===== src/rtl/imem_arbiter.sv =====
// imem_arbiter: round-robin instruction-fetch arbiter onto one shared RAM port.
// Define IMEM_LINEBUF_EN to add a one-entry fetch line buffer (BHIT path).
module imem_arbiter #(
  parameter int NCPUS   = 2,
  parameter int TIMEOUT = 255
) (
  input  logic                  CLK,
  input  logic                  nRST,
  input  logic [NCPUS-1:0]      iREN,
  input  logic [NCPUS*32-1:0]   iaddr,
  output logic [NCPUS-1:0]      iwait,
  output logic [NCPUS*32-1:0]   iload,
  input  logic                  dbusy,
  input  logic                  iinval,
  output logic                  ramREN,
  output logic [31:0]           ramaddr,
  input  logic [31:0]           ramload,
  input  logic [1:0]            ramstate,
  output logic                  err_timeout
);

  localparam int IW = (NCPUS > 1) ? $clog2(NCPUS) : 1;
  localparam int CW = (TIMEOUT > 1) ? $clog2(TIMEOUT + 1) : 1;
  localparam logic [CW-1:0] TLAST =
    (TIMEOUT > 0) ? CW'(TIMEOUT - 1) : '0;
  localparam logic [1:0] ACCESS = 2'd2;

`ifdef IMEM_LINEBUF_EN
  typedef enum logic [1:0] {IDLE, REQ, BHIT} state_t;
`else
  typedef enum logic [1:0] {IDLE, REQ} state_t;
`endif

  state_t              state;
  logic [IW-1:0]       rr_ptr;
  logic [IW-1:0]       g;
  logic [IW-1:0]       pick;
  logic [IW-1:0]       g_next;
  logic                found;
  logic [31:0]         addr_q;
  logic [31:0]         pick_addr;
  logic [CW-1:0]       cnt;
  logic [NCPUS*32-1:0] held;
  logic                rsp;

`ifdef IMEM_LINEBUF_EN
  logic        buf_valid;
  logic [31:0] buf_addr;
  logic [31:0] buf_data;
  logic        hit;
  assign hit = buf_valid && (buf_addr == pick_addr);
`else
  logic unused_iinval;
  assign unused_iinval = iinval;
`endif

  assign ramaddr   = addr_q;
  assign pick_addr = iaddr[32*int'(pick) +: 32];
  assign g_next    = (int'(g) == NCPUS - 1) ? '0 : g + 1'b1;
  assign rsp       = (state == REQ) && iREN[g] && (ramstate == ACCESS);

  // first requester at or after rr_ptr, wrapping
  always_comb begin
    int j;
    j     = 0;
    pick  = rr_ptr;
    found = 1'b0;
    for (int k = NCPUS - 1; k >= 0; k--) begin
      j = int'(rr_ptr) + k;
      if (j >= NCPUS) j = j - NCPUS;
      if (iREN[j]) begin
        pick  = IW'(j);
        found = 1'b1;
      end
    end
  end

  // response path: RAM data or buffer data passes straight through
  always_comb begin
    iwait = '1;
    iload = held;
    if (rsp) begin
      iwait[g]                  = 1'b0;
      iload[32*int'(g) +: 32]   = ramload;
    end
`ifdef IMEM_LINEBUF_EN
    if (state == BHIT) begin
      iwait[g]                  = 1'b0;
      iload[32*int'(g) +: 32]   = buf_data;
    end
`endif
  end

  // grant / fetch / watchdog FSM
  always_ff @(posedge CLK or negedge nRST) begin
    if (!nRST) begin
      state       <= IDLE;
      rr_ptr      <= '0;
      g           <= '0;
      addr_q      <= '0;
      cnt         <= '0;
      held        <= '0;
      ramREN      <= 1'b0;
      err_timeout <= 1'b0;
`ifdef IMEM_LINEBUF_EN
      buf_valid   <= 1'b0;
      buf_addr    <= '0;
      buf_data    <= '0;
`endif
    end else begin
      err_timeout <= 1'b0;
      unique case (state)
        IDLE: begin
          cnt <= '0;
          if (!dbusy && found) begin
            g      <= pick;
            addr_q <= pick_addr;
`ifdef IMEM_LINEBUF_EN
            if (hit) begin
              state <= BHIT;
            end else begin
              state  <= REQ;
              ramREN <= 1'b1;
            end
`else
            state  <= REQ;
            ramREN <= 1'b1;
`endif
          end
        end
        REQ: begin
          cnt <= cnt + 1'b1;
          if (!iREN[g]) begin
            state  <= IDLE;
            ramREN <= 1'b0;
          end else if (ramstate == ACCESS) begin
            state                   <= IDLE;
            ramREN                  <= 1'b0;
            rr_ptr                  <= g_next;
            held[32*int'(g) +: 32]  <= ramload;
`ifdef IMEM_LINEBUF_EN
            buf_valid <= 1'b1;
            buf_addr  <= addr_q;
            buf_data  <= ramload;
`endif
          end else if (TIMEOUT != 0 && cnt == TLAST) begin
            err_timeout <= 1'b1;
            state       <= IDLE;
            ramREN      <= 1'b0;
          end
        end
`ifdef IMEM_LINEBUF_EN
        BHIT: begin
          state                  <= IDLE;
          rr_ptr                 <= g_next;
          held[32*int'(g) +: 32] <= buf_data;
        end
`endif
        default: begin
          state  <= IDLE;
          ramREN <= 1'b0;
        end
      endcase
`ifdef IMEM_LINEBUF_EN
      if (iinval) buf_valid <= 1'b0;
`endif
    end
  end

endmodule


===== config.mk =====
export PLATFORM = sky130hd
export DESIGN_NAME = imem_arbiter
export DESIGN_NICKNAME = d
export VERILOG_FILES = /design/src/rtl/imem_arbiter.sv
export SDC_FILE = /design/constraint.sdc
export NUM_CORES = 1
export LEC_CHECK = 0
export CAP_MARGIN = 20
export CELL_PAD_IN_SITES_DETAIL_PLACEMENT = 1
export CELL_PAD_IN_SITES_GLOBAL_PLACEMENT = 2
export CORE_ASPECT_RATIO = 0.75
export CORE_MARGIN = 2
export CORE_UTILIZATION = 25
export CTS_CLUSTER_DIAMETER = 50
export CTS_CLUSTER_SIZE = 14
export DETAILED_ROUTE_END_ITERATION = 10
export PLACE_DENSITY = 0.85
export SYNTH_ARGS = -nofsm -noshare
export SYNTH_HDL_FRONTEND = slang
export SYNTH_SLANG_ARGS = --single-unit

===== constraint.sdc =====
create_clock -name CLK -period 2.89 [get_ports CLK]
set_input_delay 0.867 -clock CLK [delete_from_list [all_inputs] [get_ports CLK]]
set_output_delay 0.867 -clock CLK [all_outputs]
set_load 0.01 [all_outputs]

* After elaboration in Yosys (flattened, before gate mapping)
Cells that the tools add are included.
Word-level totals: flip-flop bits (word level) 110, input port bits 104, output and inout port bits 100, word-level logic and storage cells 74
Operators by class: $add $sub $neg 6, magnitude comparators 6, equality and inequality tests 5, shifts and indexed selects 3, mux-type cells 35, bitwise operators 1, reductions and logical operators 10
Operators with widths (count):
- $bwmux W64 | 1
- $lt A32 B3 Y1 const B | 2
- $mux W32 | 2
- $mux W64 | 1
- $shift A32 B33 Y64 const A | 1
- $shiftx A32 B33 Y64 | 1
- $shiftx A64 B7 Y32 | 1
- $neg A6 Y33 | 1
- $mux W1 | 22
- $pmux W8 S2 | 1
- $mux W2 | 5
- $add A8 B1 Y8 const B | 1
- $eq A8 B8 Y1 const B | 1
- $logic_and A1 B1 Y1 | 4
- $ne A4 B3 Y1 const B | 1
- $pmux W2 S2 | 1
- $reduce_and A2 Y1 | 2
- $reduce_and A3 Y1 | 1
- $sub A1 B2 Y3 const B | 1
- $sub A2 B2 Y3 const B | 1
- $add A1 B1 Y2 const B | 1
- $eq A2 B1 Y1 const B | 1
- $eq A2 B2 Y1 const B | 1
- $ge A1 B2 Y1 const B | 1
- other kinds (11) | 11

* Depth between registers and ports, before layout
depth after elaboration 11, gate-level depth with buffers 6, gate-level depth less buffers 5

* Least setup slack after synthesis
Ideal clock, no wire load.
kind in2out, from input port iREN[0], to output port iload[0], arrival time 2.056 ns, slack -0.033 ns, stages on the path 6, path buffers 3, path through buf_4 -> inv_2 -> nor4_4 -> buf_4 -> buf_6 -> mux2_1
On the way: longest elaborated chain between the ends 5
RTL lines:
- start, declared | RTL line 9 | input logic [NCPUS-1:0] iREN,
- $mux W1 (not written as such) (2 in series) | RTL line 60 | assign rsp = (state == REQ) && iREN[g] && (ramstate == ACCESS);
- $logic_and A1 B1 Y1 (2 in series) | RTL line 60
- $mux W64 | RTL line 82 | if (rsp) begin
- end, declared | RTL line 12 | output logic [NCPUS*32-1:0] iload,
No other way between the ends. The select of a mux whose other input is x is not followed.

* Final worst setup path
from input port ramstate[0], to output port iload[8]
On the way: longest elaborated chain between the ends 3
RTL lines:
- start, declared | RTL line 18 | input logic [1:0] ramstate,
- $eq A2 B2 Y1 | RTL line 60
- $logic_and A1 B1 Y1 | RTL line 60
- $mux W64 | RTL line 82
No other way between the ends.

==> metrics.txt <==
outcome finished with violations; failing checks negative setup slack; routed wire length per instance 20.64 µm; chip width 176.8 µm; leakage power roughly 3.9 nW; CTS max path bufs 2; Hold Fails Final Rpt 0; Mapped Cells about 460; row count 47; post-route cell area between 9000 and 10,000 µm²; IO Port Bufs a little over 200; CP max FO 5; Worst EP required between 2 and 2.5 ns; fin crit share 105.6%; antenna cells 0; peak supply drop roughly 0.32 mV; Most used DFF post-synth dfrtp_1; drt drc 0; hold crit path type flip-flop to flip-flop; Area growth syn-to-layout 64.92%; first drt pass iteration count 4; Final setup viols 62; area of the core roughly 22,000 µm²; initial antenna violation count 0; vias in the first global route 5,700; count leader, synth dfrtp_1; top cells by area, synth dfrtp_1 (48%), mux2_2 (16%), o2111ai_1 (10%); Post-Place Worst Slack -0.9209 ns; post-DR vias/cell approximately 5.0; Sequential cell area between 2000 and 3000 µm²; Total Routing Usage GR a little under a fifth; Initial Util between 20% and 30%; post-synthesis sequential area ratio 48.27%; Post-DP Area around 8200 µm²; total grt overflow 0; Slew @ Worst Pin just under 0.7 ns; final setup margin -0.1625 ns; max frequency 327.6 MHz; Worst Skew between 0.009 and 0.01 ns; H-Tree Depth 3; CTS root buffer clkbuf_16; CTS Buf Count 9; Die H 133.6 µm; gpl congestion between 0.7 and 0.8; final WL 20,890 µm; Setup TNS -6.202 ns; RSZ-0062 raised after global routing yes; synth warn 0; Post-synth top cells dfrtp_1 (108), mux2_2 (80), o2111ai_1 (64); Post-Syn Nets 570; Yosys cell types 30; CP Class input pin to output pin; CTS tree yes; total die area roughly 24,000 µm²; ys async rst share between 90% and 100%; post-synth top area share around half; largest area contributor in the netlist dfrtp_1; Post-synth EDFFs 0; Initial DRC Count about 220; Post-Syn Area per Cell roughly 12 µm²; antenna viol nets, final 0; crit path time final slightly above 3 ns; CTS sink cnt ~110; Rel. slew slack ~55%; Post-DP HPWL roughly 13,000 µm; Ports 204; multi-input logic area between 2000 and 3000 µm²; pin count of the biggest net entering global routing just under 50; Worst Path Arrival roughly 2.2 ns; Cell Area, Synth around 5600 µm²; detailed-route via count ~5,000; Yosys reg bits 108; Final Max Tran Viols 0; crit path launch type input pin; first-pass GRT wire length ~34,000 µm; Layout Nets 820; Reg clk slew, reported paths 0.07 ns; Worst setup EP type output pin; Clock Latency Late Sink 0.35 ns; FILL cells roughly 2,300; Max-cap violations 0; layout cells sized above 1 40.25%; pwr/cell area roughly 780 nW/µm²
state kept, by name, summed over array words and instances (netlist names):
register and cells:
held 64, ramaddr 32, cnt 8, err_timeout 1, g 1, ramREN 1
rr_ptr 1
cell type report:
type,count,share of cell area (%)
inverters,8,0.3252
multi-input cells,300,30.96
clock inverters,5,0.6775
repair buffers,287,32.30
flip-flops and latches,108,29.27
well taps,294,3.984
clock buffers,10,2.480
what timing repair did:
action                     4_1_cts  5_1_grt
setup buffers                   28        5
resized for setup              428       15
pin swaps                        2        0
gates cloned                     8        0
setup endpoints to repair       66       66
hold buffers                     0        0
cell usage in the layout, fill, tap and decap left out, drive strengths merged:
cell,n
o21ai,35
mux2,129
bufinv,1
xor2,2
clkbuf,10
clkinvlp,2
a21oi,5
nor4,1
and3b,1
nor3,1
clkinv,1
nand2b,1
or3,3
dfrtp,108
o22ai,1
o2111ai,64
nand4,1
inv,9
nor2,8
and3,1
clkdlybuf4s50,131
a31oi,1
xnor2,1
nand2,3
ha,2
o2bb2ai,1
nand3,38
dlygate4sd2,1
or2,1
buf,155
metal layers:
layer  GRT usage [%]  vias to the layer above  routed length (µm)
li1                -                     2284                   -
met1           24.09                     2611                9377
met2           30.97                      124               10460
met3           3.139                       28                 712
met4           4.270                        0                 337
met5               0                        -                   0
critical path: stages:
cell and delay (ns):
buf_6 0.09, nand2b_4 0.14, nor4_4 0.19, buf_4 0.19, buf_6 0.12, buf_16 0.14, mux2_4 0.31, buf_6 0.12
where the power goes:
group          total, mW  internal [mW]  switching (mW)
Clock               1.26          0.674           0.585
Combinational       3.52           2.20            1.33
Sequential          2.45           2.10           0.354
worst paths after layout:
path                       depth (start not counted)         from  endpoint  slack (ns)
setup / recovery                                   8  ramstate[0]  iload[8]       -0.16
hold / removal                                     1     held[23]  held[23]        0.49
setup reg to reg                                   7            g  held[13]        0.81
hold reg to reg                                    1     held[23]  held[23]        0.49
max in group asynchronous                          2         nRST  held[17]        1.64
min in group asynchronous                          1         nRST  held[58]        0.54
cells by family (layout without fill, tap and decap cells):
kind of cell	after synthesis	after routing	synth area share, %
mux	129	129	25.94
compound gates	107	107	13.97
fa+ha+maj	2	2	0.4469
simple gates	59	59	5.542
buf+inv	56	310	5.363
xor+xnor	3	3	0.4694
flops	108	108	48.27
per-stage QoR:
stage          total power, mW  cells  utilization [%]  hold WS, ns
2_1_floorplan            3.756    464                -       0.4541
3_3_place_gp             5.399    962            36.99       0.4674
3_5_place_dp             5.523    963            37.06       0.4745
4_1_cts                  7.287   1013            42.00       0.4947
5_1_grt                  7.661   1012            41.87       0.5077
6_report                 7.235   1012            41.87       0.4865
Note: power is estimated with default switching activity, not from simulation.
